$ cat src/rtl/dsec_ctrl_pkg.sv
// Shared types for the DSEC sequencing controller: FSM state encoding and fault codes.
package dsec_ctrl_pkg;

  typedef enum logic [2:0] {
    ST_IDLE   = 3'd0,
    ST_KEYCFG = 3'd1,
    ST_RUN    = 3'd2,
    ST_HOLD   = 3'd3,
    ST_FLUSH  = 3'd4,
    ST_ERR    = 3'd5
  } state_t;

  localparam logic [7:0] ERR_NONE    = 8'h00;
  localparam logic [7:0] ERR_OVERRUN = 8'h02;
  localparam logic [7:0] ERR_TMO     = 8'h03;
  localparam logic [7:0] ERR_KEYCFG  = 8'h04;

  // Same-cycle faults resolve as keycfg > overrun > timeout.
  function automatic logic [7:0] fault_pick(input logic kcfg, input logic ovr, input logic tmo);
    if (kcfg) return ERR_KEYCFG;
    if (ovr)  return ERR_OVERRUN;
    if (tmo)  return ERR_TMO;
    return ERR_NONE;
  endfunction

endpackage

$ cat src/rtl/dsec_hold_tmr.sv
// Output-hold timeout counter: cleared outside HOLD, counts unacked HOLD cycles, flags the last allowed one.
module dsec_hold_tmr #(
  parameter int W   = 8,
  parameter int MAX = 200
) (
  input  logic clk,
  input  logic rst,
  input  logic clr,
  input  logic en,
  output logic expired
);

  localparam logic [W-1:0] LAST = W'(MAX - 1);

  logic [W-1:0] count;

  always_ff @(posedge clk or posedge rst) begin
    if (rst) begin
      count <= '0;
    end else if (clr) begin
      count <= '0;
    end else if (en && (count != '1)) begin
      count <= count + W'(1);
    end
  end

  // High in the cycle whose unacked edge would bring the count to MAX.
  assign expired = en & ~clr & (count == LAST);

endmodule

$ cat src/rtl/dsec_seq_ctrl.sv
// DSEC sequencing controller: gates input to compression, holds output words until acked, issues flush, reports faults.
// Define DSEC_HOLD_TMO_EN to build the output-hold timeout (fault 0x03).
module dsec_seq_ctrl
  import dsec_ctrl_pkg::*;
#(
  parameter int TMO_W   = 8,
  parameter int TMO_MAX = 200
) (
  input  logic       clk,
  input  logic       rst,
  input  logic       key_config,
  input  logic       in_valid,
  input  logic       in_last,
  input  logic       comp_rdy,
  input  logic [6:0] valid_bits,
  input  logic       scon_done,
  input  logic       out_rcvd,
  input  logic       err_clr,
  output logic       valid_to_comp,
  output logic       rdy,
  output logic       stall,
  output logic       dump_comp,
  output logic       out_valid,
  output logic       error,
  output logic [7:0] error_code
);

  localparam bit TMO_CFG_OK = (TMO_W >= 1) && (TMO_MAX >= 1) && (TMO_MAX < (1 << TMO_W));

  state_t     state;
  logic       last_seen;
  logic       flushed;
  logic       accept;
  logic       fault_kcfg;
  logic       fault_ovr;
  logic       fault_tmo;
  logic [7:0] fault_code;

  assign rdy           = ~rst & comp_rdy & ((state == ST_IDLE) | (state == ST_RUN));
  assign valid_to_comp = in_valid & rdy & ~key_config;
  assign stall         = rst | ~valid_to_comp | (out_valid & ~out_rcvd) | error;
  assign accept        = valid_to_comp;

  assign fault_kcfg = (state == ST_RUN) & key_config;
  assign fault_ovr  = (state == ST_RUN) & in_valid & ~comp_rdy;

`ifdef DSEC_HOLD_TMO_EN
  logic tmr_expired;

  dsec_hold_tmr #(
    .W   (TMO_W),
    .MAX (TMO_MAX)
  ) u_hold_tmr (
    .clk     (clk),
    .rst     (rst),
    .clr     (state != ST_HOLD),
    .en      ((state == ST_HOLD) & ~out_rcvd),
    .expired (tmr_expired)
  );

  assign fault_tmo = tmr_expired;
`else
  assign fault_tmo = 1'b0;
`endif

  assign fault_code = fault_pick(fault_kcfg, fault_ovr, fault_tmo);

  always_ff @(posedge clk or posedge rst) begin
    if (rst) begin
      state      <= ST_IDLE;
      out_valid  <= 1'b0;
      dump_comp  <= 1'b0;
      error      <= 1'b0;
      error_code <= ERR_NONE;
      last_seen  <= 1'b0;
      flushed    <= 1'b0;
    end else begin
      dump_comp <= 1'b0;
      unique case (state)
        ST_IDLE: begin
          if (key_config) begin
            state <= ST_KEYCFG;
          end else if (accept) begin
            state <= ST_RUN;
            if (in_last) last_seen <= 1'b1;
          end
        end

        ST_KEYCFG: begin
          if (!key_config) state <= ST_IDLE;
        end

        ST_RUN: begin
          if (fault_kcfg || fault_ovr) begin
            state      <= ST_ERR;
            error      <= 1'b1;
            error_code <= fault_code;
          end else begin
            if (accept && in_last) last_seen <= 1'b1;
            // A completed word outranks the flush so it is never lost.
            if (scon_done) begin
              state     <= ST_HOLD;
              out_valid <= 1'b1;
            end else if (last_seen) begin
              state <= ST_FLUSH;
            end
          end
        end

        ST_HOLD: begin
          if (out_rcvd) begin
            out_valid <= 1'b0;
            if (!last_seen) begin
              state <= ST_RUN;
            end else if (!flushed) begin
              state <= ST_FLUSH;
            end else begin
              state     <= ST_IDLE;
              last_seen <= 1'b0;
              flushed   <= 1'b0;
            end
          end else if (fault_tmo) begin
            state      <= ST_ERR;
            out_valid  <= 1'b0;
            error      <= 1'b1;
            error_code <= fault_code;
          end
        end

        ST_FLUSH: begin
          // flushed=0 marks the entry cycle: decide between dump and direct exit.
          if (!flushed) begin
            if (valid_bits == 7'd0) begin
              state     <= ST_IDLE;
              last_seen <= 1'b0;
            end else begin
              dump_comp <= 1'b1;
              flushed   <= 1'b1;
            end
          end else if (scon_done) begin
            state     <= ST_HOLD;
            out_valid <= 1'b1;
          end
        end

        ST_ERR: begin
          if (err_clr) begin
            state      <= ST_IDLE;
            error      <= 1'b0;
            error_code <= ERR_NONE;
            last_seen  <= 1'b0;
            flushed    <= 1'b0;
          end
        end

        default: begin
          state <= ST_IDLE;
        end
      endcase
    end
  end

  a_tmo_cfg:     assert property (@(posedge clk) TMO_CFG_OK);
  a_dump_single: assert property (@(posedge clk) disable iff (rst) dump_comp |=> !dump_comp);
  a_ov_in_hold:  assert property (@(posedge clk) disable iff (rst) out_valid |-> (state == ST_HOLD));
  a_err_state:   assert property (@(posedge clk) disable iff (rst) error == (state == ST_ERR));

endmodule

$ cat config.mk
export PLATFORM = sky130hd
export DESIGN_NAME = dsec_seq_ctrl
export DESIGN_NICKNAME = d
export VERILOG_FILES = /design/src/rtl/dsec_ctrl_pkg.sv /design/src/rtl/dsec_hold_tmr.sv /design/src/rtl/dsec_seq_ctrl.sv
export SDC_FILE = /design/constraint.sdc
export NUM_CORES = 1
export LEC_CHECK = 0
export CORE_MARGIN = 2
export CORE_UTILIZATION = 32
export CTS_CLUSTER_DIAMETER = 100
export DETAILED_ROUTE_END_ITERATION = 6
export GPL_ROUTABILITY_DRIVEN = 1
export PLACE_DENSITY = 0.73
export SYNTH_ARGS = -nofsm -noshare
export SYNTH_HDL_FRONTEND = slang
export SYNTH_HIERARCHICAL = 1
export SYNTH_SLANG_ARGS = --single-unit
export TNS_END_PERCENT = 100
$ cat constraint.sdc
create_clock -name clk -period 2.6 [get_ports clk]
set_input_delay 0.39 -clock clk [delete_from_list [all_inputs] [get_ports clk]]
set_output_delay 0.39 -clock clk [all_outputs]
set_load 0.01 [all_outputs]
==> results.json, run 1 <==
{
  "critPathCaptureType": "primary output",
  "syn_area_um2": 747,
  "maxSlewViolCount": 0,
  "final-setup-viol-count": 0,
  "synth_top_area_cell": "dfrtp_1",
  "post_cts_buffers": 0,
  "cellLeakagePower_nw": 0.456,
  "synth_seq_cells": 10,
  "max-clock-path-buffers": 2,
  "antenna_found_initial": 0,
  "syn_inst": 90,
  "die_w_um": 52.3,
  "area_growth_pct": 37.0,
  "cp-start-kind": "flop",
  "cp_max_fo": 12,
  "first_pass_iters": 4,
  "power_density_mw_per_mm2": 998,
  "hold_class": "in -> async",
  "cts-hold-fix-buffers": 0,
  "synthArstFlopShare_pct": 100,
  "vdd_drop_max_mv": 0.406,
  "drt_first_iter_violations": 18,
  "synth_fa_ha_area_share_pct": 0,
  "arrival_ps": 2010,
  "cts_made_buffers": 3,
  "status": "complete, no violations",
  "cts_resized": 0,
  "remaining_drc_errors": 0,
  "fp.dieArea_mm2": 0.00274,
  "yosysTopAreaCellShare_pct": 33.5,
  "grt_pass1_wl_um": 2990,
  "worstSkewPairLatency_ps": 270,
  "fin_util_pct": 46.3,
  "wirelength_um": 1860,
  "ios": 30,
  "dp_hpwl_um": 1490,
  "fin_tns_setup_ps": 0,
  "synth_top_flop_cell": "dfrtp_1",
  "start_util_pct": 33.8,
  "synth_edf_count": 0,
  "critical_path.slowest_cell": "dfrtp_1",
  "fin_crit_ps": 2400,
  "rsz0062_at_grt": "false",
  "routed_via_density": 5.17,
  "synth_xor_area_share_pct": 0,
  "portBuffers": 23,
  "h-tree-depth": 1,
  "synthMuxAreaShare_pct": 4.02,
  "synth_common_cells": "inv_1 (12), dfrtp_1 (10), nand2_1 (8), o21ai_0 (8), buf_4 (6)",
  "synth_top_family_by_area": "simple AND/OR/NAND/NOR gates",
  "overflow": 0,
  "root_buffer": "clkbuf_4",
  "row_count": 17,
  "clock_skew_ps": 7.47,
  "worstPathRequired_ps": 2210,
  "grt_start_max_net_pins": 15,
  "vias": 740,
  "pre_cts_ws_ps": 218,
  "antenna_cells": 0,
  "yosys-top-cells-area": "dfrtp_1 (34%), buf_4 (6.0%), inv_1 (6.0%), o21ai_0 (5.4%), mux2_4 (4.0%)",
  "synth.most_common_cell": "inv_1",
  "max_stage_delay_ps": 520,
  "clkTransAtPathRegs_ps": 70,
  "drive_above_1_share_pct": 11.3,
  "seq_area_frac_synth_pct": 33.5,
  "cts_tree": "yes",
  "maxCapViolCount": 0,
  "place_congestion": 0.883,
  "grt_pass1_vias": 698,
  "nNetsFinal": 132,
  "synth_compound_area_share_pct": 21.6,
  "synth-simple-area-share_pct": 26.5,
  "post_synth_num_cell_types": 33,
  "worstSetupPathType": "reg -> out",
  "period_share_pct": 92.4,
  "critical_path.cell_chain": "nor4b_4 -> and3_1 -> o2111ai_1 -> clkdlybuf4s50_1",
  "track_usage_pct": 15.2,
  "n_fill_cell": 210,
  "syn_area_per_cell_um2": 8.30,
  "timing.final.hold_violations": 0,
  "fin_ws_ps": 198,
  "hold_ws_ps": 525,
  "max_freq_mhz": 416,
  "yosys_warnings": 6,
  "die_h_um": 52.3,
  "fp.coreArea_mm2": 0.00221,
  "cts_sinks": 10,
  "detail-route-antenna-nets": 0,
  "drt-wirelength-per-cell_um": 13.0
}
## worst max-delay path: cells and delay by family (launching register included)
family	cells	cell delay [ps]
AOI/OAI and AO/OA	1	120
buffers and inverters	1	490
and+or+nand+nor	2	610
DFF	1	520
## report_power, final
group	switching (mW)	internal, mW	total [mW]
sequential	0.0936	0.229	0.323
combinational	0.270	0.287	0.557
clock	0.0563	0.0851	0.141
## final timing paths
check | from | to | slack, ps | cells after the start
min in group clk | error_code[1]$_DFFE_PP0P_ | error_code[1]$_DFFE_PP0P_ | 530 | 2
max | state[2]$_DFFE_PP0P_ | stall | 200 | 4
min | rst | state[0]$_DFFE_PP0P_ | 530 | 3
max in group asynchronous | rst | error$_DFFE_PP0P_ | 1930 | 3
max reg2reg | state[2]$_DFFE_PP0P_ | state[2]$_DFFE_PP0P_ | 590 | 4
min reg2reg | error_code[1]$_DFFE_PP0P_ | error_code[1]$_DFFE_PP0P_ | 530 | 2
## sequential cells by signal, summed over array words and instances, names as in the netlist
signal	cells
state	3
error_code	2
dump_comp	1
error	1
flushed	1
last_seen	1
out_valid	1
## through the flow
stage	area (um2)	total power [mW]	instances
2_1_floorplan	766	0.694	95
3_3_place_gp	987	0.863	139
3_5_place_dp	987	0.875	139
4_1_cts	1020	1.02	143
5_1_grt	1020	1.09	143
6_report	1020	1.02	143
## cells in the final DEF, fill, tap and decap left out, drive strengths merged
master and count:
mux2 2, clkbuf 4, nor3 2, a21oi 4, o2111ai 1, o31ai 1, or3b 1, o32ai 1
conb 6, a41o 1, and3 2, nor4 1, a311oi 1, clkdlybuf4s50 23, buf 2, nand2 8
nor2 4, o22ai 3, nor4b 1, nand3 4, o21a 1, o211ai 1, a32oi 1, or4 2
nor2b 3, o21ai 8, a22o 1, nand2b 2, inv 12, a31oi 1, or3 1, dfrtp 10
## layout make-up
| class | count | area, um2 | area share (%) |
|---|---|---|---|
| Tap cell | 28 | 35.0 | 3.42 |
| Inverter | 12 | 45.0 | 4.40 |
| Timing Repair Buffer | 25 | 245 | 24.0 |
| Sequential cell | 10 | 250 | 24.4 |
| Multi-Input combinational cell | 64 | 412 | 40.2 |
| Clock buffer | 4 | 36.3 | 3.55 |
## metal layers
metal	GRT usage, %	part of all wire (%)	wire, um
met2	27.5	50	939
met1	15.6	41	769
met5	0	0	0
met3	3.43	6.2	115
met4	8.97	2.0	37
## kinds of logic (layout without fill, tap and decap cells)
kind of cell           count (synthesis)  after routing
AND/OR/NAND/NOR                       31             31
AO/OA/AOI/OAI                         25             25
buffers and inverters                 21             41
flip-flops                            10             10
multiplexers                           2              2
other                                  1              6
Note: power is estimated with default switching activity, not from simulation.
==> run 2, diff against run 1 <==
- ABC_AREA: not set -> 1
- PLACE_DENSITY: 0.73 -> 0.71
==> run 2 against run 1 <==
  * Register-to-register slack better by 520 ps
  * Wire length increased by 11%
  * Total power grew 1.5%
  * Synthesized area rose by 12%
  * Design area is 9.5% higher
  * Combinational power increased by 7.2%
==> results.json, run 2 <==
{
  "overflow": 0,
  "drt_first_iter_violations": 30,
  "final-setup-viol-count": 0,
  "final_common_cell": "nand2_1",
  "timing.rr.start": "state[2]$_DFFE_PP0P_",
  "yosysTopAreaCellShare_pct": 29.9,
  "startpoint": "state[2]$_DFFE_PP0P_",
  "max-clock-path-buffers": 2,
  "rsz0062_at_grt": "false",
  "hold_ws_ps": 479,
  "yosys_warnings": 6,
  "worstSkewPairLatency_ps": 270,
  "h-tree-depth": 1,
  "max_stage_delay_ps": 560,
  "antenna_cells": 0,
  "max_freq_mhz": 431,
  "fin_tns_setup_ps": 0,
  "cts_made_buffers": 3,
  "grt_pass1_vias": 714,
  "cellLeakagePower_nw": 0.589,
  "nNetsFinal": 178,
  "fin_crit_ps": 2320,
  "r2r_setup_slack_ps": 1110,
  "critical_path.slowest_cell": "clkdlybuf4s50_1",
  "largest_reg_flops": 3,
  "fp.dieArea_mm2": 0.00304,
  "regMostFlops": "state",
  "post_cts_buffers": 0,
  "r2r_cells": 8,
  "clkTransAtPathRegs_ps": 80,
  "first_pass_iters": 4,
  "yosys-top-cells-area": "dfrtp_1 (30%), nand2_1 (17%), inv_1 (8.5%), nor2_1 (7.6%), buf_4 (5.4%)",
  "cp_num_buf_inv": 3,
  "grt_pass1_wl_um": 3150,
  "layout_common_cells": "nand2_1 (38), clkdlybuf4s50_1 (23), inv_1 (19)",
  "whs_path_depth": 1,
  "hold_class": "reg -> reg",
  "routed_via_density": 4.66,
  "critPathCaptureType": "primary output",
  "critical_path.cell_chain": "inv_2 -> nand3_2 -> nand2_2 -> inv_1 -> nor3_1 -> clkdlybuf4s50_1",
  "grt_start_max_net_pins": 11,
  "maxCapViolCount": 0,
  "power_density_mw_per_mm2": 925,
  "hold_path.startpoint": "flushed$_DFFE_PP0P_",
  "arrival_ps": 1930,
  "track_usage_pct": 14.7,
  "post_synth_num_cell_types": 23,
  "synth_common_cells": "nand2_1 (38), inv_1 (19), nor2_1 (17)",
  "total_power_mw": 1.04,
  "cp_max_fo": 7,
  "maxSlewViolCount": 0,
  "worstPathRequired_ps": 2210,
  "r2r_end": "error_code[2]$_DFFE_PP0P_",
  "portBuffers": 23,
  "crit_family": "buffers and inverters",
  "hold_path_end": "dump_comp$_DFF_PP0_",
  "syn_inst": 134,
  "row_count": 18,
  "period_share_pct": 89.3,
  "synth_top_flop_cell": "dfrtp_1",
  "place_congestion": 0.877,
  "synth_seq_cells": 10,
  "worstSetupPathType": "reg -> out",
  "cts_sinks": 10,
  "status": "complete, no violations",
  "die_w_um": 55.1,
  "cts_resized": 0,
  "clock_skew_ps": 6.34,
  "fp.coreArea_mm2": 0.00248,
  "root_buffer": "clkbuf_4",
  "cp-start-kind": "flop",
  "die_h_um": 55.1,
  "dp_hpwl_um": 1710,
  "drive_above_1_share_pct": 13.7,
  "synth_edf_count": 0,
  "start_util_pct": 33.7,
  "synth.most_common_cell": "nand2_1",
  "fin_util_pct": 45.3,
  "top_regs": "state: 3 flops, error_code: 2 flops",
  "timing.final.hold_violations": 0,
  "wirelength_um": 2080,
  "synthArstFlopShare_pct": 100,
  "seq_area_frac_synth_pct": 29.9,
  "vdd_drop_max_mv": 0.491,
  "remaining_drc_errors": 0,
  "cts-hold-fix-buffers": 0,
  "synth_top_area_cell": "dfrtp_1",
  "area_growth_pct": 34.1,
  "cts_tree": "yes",
  "detail-route-antenna-nets": 0,
  "ios": 30,
  "syn_area_per_cell_um2": 6.24,
  "vias": 891,
  "worst-path-stages": 6,
  "syn_area_um2": 836,
  "antenna_found_initial": 0,
  "drt-wirelength-per-cell_um": 10.9
}
-- run 2: changes by cell type after synthesis, moves of 3 or more --
cell / previous run / this run
nand2_1: 8 / 38
nor2_1: 4 / 17
inv_1: 12 / 19
inv_2: 0 / 4
nand2_2: 0 / 4
nand3_1: 4 / 8
nor2_2: 0 / 4
nor2b_1: 3 / 0
o22ai_1: 3 / 0
-- run 2: final cells by class --
cell class	instances	area (um2)
Multi-Input combinational cell	100	473
Inverter	23	86.3
Sequential cell	10	250
Fill cell	278	1360
Clock buffer	4	36.3
Tap cell	30	37.5
Timing Repair Buffer	24	238
-- run 2: worst max path at each step --
stage	endpoint	slack (ps)
after floorplan	stall	1130
after global placement	stall	390
after detailed placement	stall	370
after CTS	rdy	280
after global routing	stall	170
final	rdy	280
-- run 2: layer usage --
layer	vias to the layer above	GRT usage [%]	wire length (um)
met5	-	0	0
met3	2	3.23	111
met4	0	3.66	14
met2	26	25.0	1040
met1	402	18.7	905
li1	461	-	-
-- run 2: power breakdown --
| part | switching [mW] | internal [mW] |
|---|---|---|
| clock network | 0.0580 | 0.0850 |
| logic | 0.346 | 0.251 |
| registers | 0.0703 | 0.227 |
| total | 0.474 | 0.563 |
-- run 2: worst reg2reg max path, stage by stage (launching register included) --
cell and delay (ps):
dfrtp_1 460, inv_2 140, nand3_2 160, a21oi_2 200, inv_1 80, o21ai_0 70
nand2_1 110, nand2_1 70, o21ai_0 70
-- run 2: logic make-up (layout without fill, tap and decap cells) --
family                 Yosys count  in the layout  synth area share (%)
and+or+nand+nor                 79             79                  43.0
buffers and inverters           29             51                  15.7
AOI/OAI and AO/OA               15             15                  10.9
DFF                             10             10                  29.9
other                            1              6                 0.449
-- run 2: metrics by stage --
stage	instance area (um2)	setup slack [ps]	instances
floorplan	855	1130	139
global placement	1080	394	187
detailed placement	1080	371	187
CTS	1120	283	191
global route	1120	175	191
finish	1120	279	191
==> run 3, diff against run 2 <==
==> constraint.sdc (replaced) <==
create_clock -name clk -period 2.6 [get_ports clk]
set_input_delay 0.39 -clock clk [delete_from_list [all_inputs] [get_ports clk]]
set_output_delay 0.39 -clock clk [all_outputs]
set_load 0.005 [all_outputs]
==> run 3 against run 2 <==
  * Hold slack worse by 1.6 ps
  * Die area unchanged
  * Highest routed layer unchanged
  * Via count grew 0.56%
  * Global-route usage barely moved
  * Fmax up 3.1%
  * Setup slack improved by 69 ps
  * Design area unchanged
  * Critical path type unchanged
  * Clock-buffer cell count did not move
==> results.json, run 3 (synthesis gave the netlist of run 2 again) <==
{
  "period_share_pct": 86.6,
  "portBuffers": 23,
  "cts_resized": 0,
  "cts_tree": "yes",
  "area_growth_pct": 34.1,
  "grt_start_max_net_pins": 11,
  "row_count": 18,
  "critPathCaptureType": "primary output",
  "power_density_mw_per_mm2": 907,
  "dpl.cell_count": 187,
  "root_buffer": "clkbuf_4",
  "routed_via_density": 4.69,
  "stdcell_count": 191,
  "placed_cell_area_mm2": 0.00108,
  "start_util_pct": 33.7,
  "nNetsFinal": 178,
  "status": "complete, no violations",
  "startpoint": "state[2]$_DFFE_PP0P_",
  "worstSkewPairLatency_ps": 270,
  "layout_common_cells": "nand2_1 (38), clkdlybuf4s50_1 (23), inv_1 (19)",
  "drive_above_1_share_pct": 13.7,
  "max-clock-path-buffers": 2,
  "vias": 896,
  "max_freq_mhz": 444,
  "wirelength_um": 1990,
  "final_common_cell": "nand2_1",
  "antenna_cells": 0,
  "cp-start-kind": "flop",
  "drt-wirelength-per-cell_um": 10.4,
  "die_h_um": 55.1,
  "maxCapViolCount": 0,
  "detail-route-antenna-nets": 0,
  "fin_tns_setup_ps": 0,
  "h-tree-depth": 1,
  "antenna_found_initial": 0,
  "timing.final.hold_violations": 0,
  "overflow": 0,
  "timing.rr.start": "state[2]$_DFFE_PP0P_",
  "finalInstanceArea_mm2": 0.00112,
  "n_fill_cell": 275,
  "maxSlewViolCount": 0,
  "fin_crit_ps": 2250,
  "cts_sinks": 10,
  "dp_hpwl_um": 1660,
  "worstPathRequired_ps": 2210,
  "remaining_drc_errors": 0,
  "die_w_um": 55.1,
  "largest_reg_flops": 3,
  "hold_class": "in -> async",
  "place_congestion": 0.877,
  "vdd_drop_max_mv": 0.383,
  "grt_pass1_vias": 729,
  "ios": 30,
  "fp.dieArea_mm2": 0.00304,
  "regMostFlops": "state",
  "cellLeakagePower_nw": 0.589,
  "clkTransAtPathRegs_ps": 70,
  "first_pass_iters": 4,
  "cts-hold-fix-buffers": 0,
  "clock_skew_ps": 8.15,
  "drt_first_iter_violations": 49,
  "cts_made_buffers": 3,
  "final-setup-viol-count": 0,
  "rsz0062_at_grt": "false",
  "top_regs": "state: 3 flops, error_code: 2 flops",
  "track_usage_pct": 14.7,
  "post_cts_buffers": 0,
  "cp_max_fo": 7,
  "arrival_ps": 1860,
  "fp.coreArea_mm2": 0.00248,
  "grt_pass1_wl_um": 3130,
  "worstSetupPathType": "reg -> out"
}
## run 3: report_power, final
group          internal [mW]  switching (mW)  leakage (nW)
registers              0.226          0.0703         0.126
logic                  0.250           0.327         0.443
clock network         0.0851          0.0570        0.0210
total                  0.562           0.455         0.589
## run 3: final timing paths
| path | slack, ps | cells after the start | endpoint |
|---|---|---|---|
| max in group asynchronous | 1970 | 3 | dump_comp$_DFF_PP0_ |
| worst max register to register | 1150 | 8 | last_seen$_DFFE_PP0P_ |
| worst min-delay path | 480 | 3 | last_seen$_DFFE_PP0P_ |
| worst min register to register | 480 | 2 | error_code[1]$_DFFE_PP0P_ |
| min in group clk | 480 | 2 | error_code[1]$_DFFE_PP0P_ |
| worst max-delay path | 350 | 6 | rdy |
## run 3: area by class of cell
class | instances | area, um2 | share of cell area, %
repair buffers | 24 | 238 | 21.2
clock buffers | 4 | 36.3 | 3.24
well taps | 30 | 37.5 | 3.35
flip-flops and latches | 10 | 250 | 22.3
multi-input cells | 100 | 473 | 42.2
inverters | 23 | 86.3 | 7.70
## run 3: metrics by stage
stage               utilization, %  hold WS [ps]  setup WS (ps)  total power, mW
finish                        45.3           478            347             1.02
global route                  45.3           486            160             1.13
CTS                           45.3           473            339             1.02
floorplan                        -           239           1210            0.683
detailed placement            43.8           472            404            0.874
global placement              43.8           459            429            0.861
## run 3: per-layer routing
layer | up-vias | part of all wire [%] | global-route usage (%)
met1 | 399 | 43 | 19.7
met4 | 0 | 1.8 | 7.32
met2 | 33 | 49 | 23.2
li1 | 459 | - | -
met5 | - | 0 | 0
met3 | 5 | 6.9 | 1.61
## run 3: worst max-delay path, cell delays in order (launching register included)
cell and delay [ps]:
dfrtp_1 450, inv_2 130, nand3_2 160, nand2_2 130
inv_1 60, nor3_1 140, clkdlybuf4s50_1 530
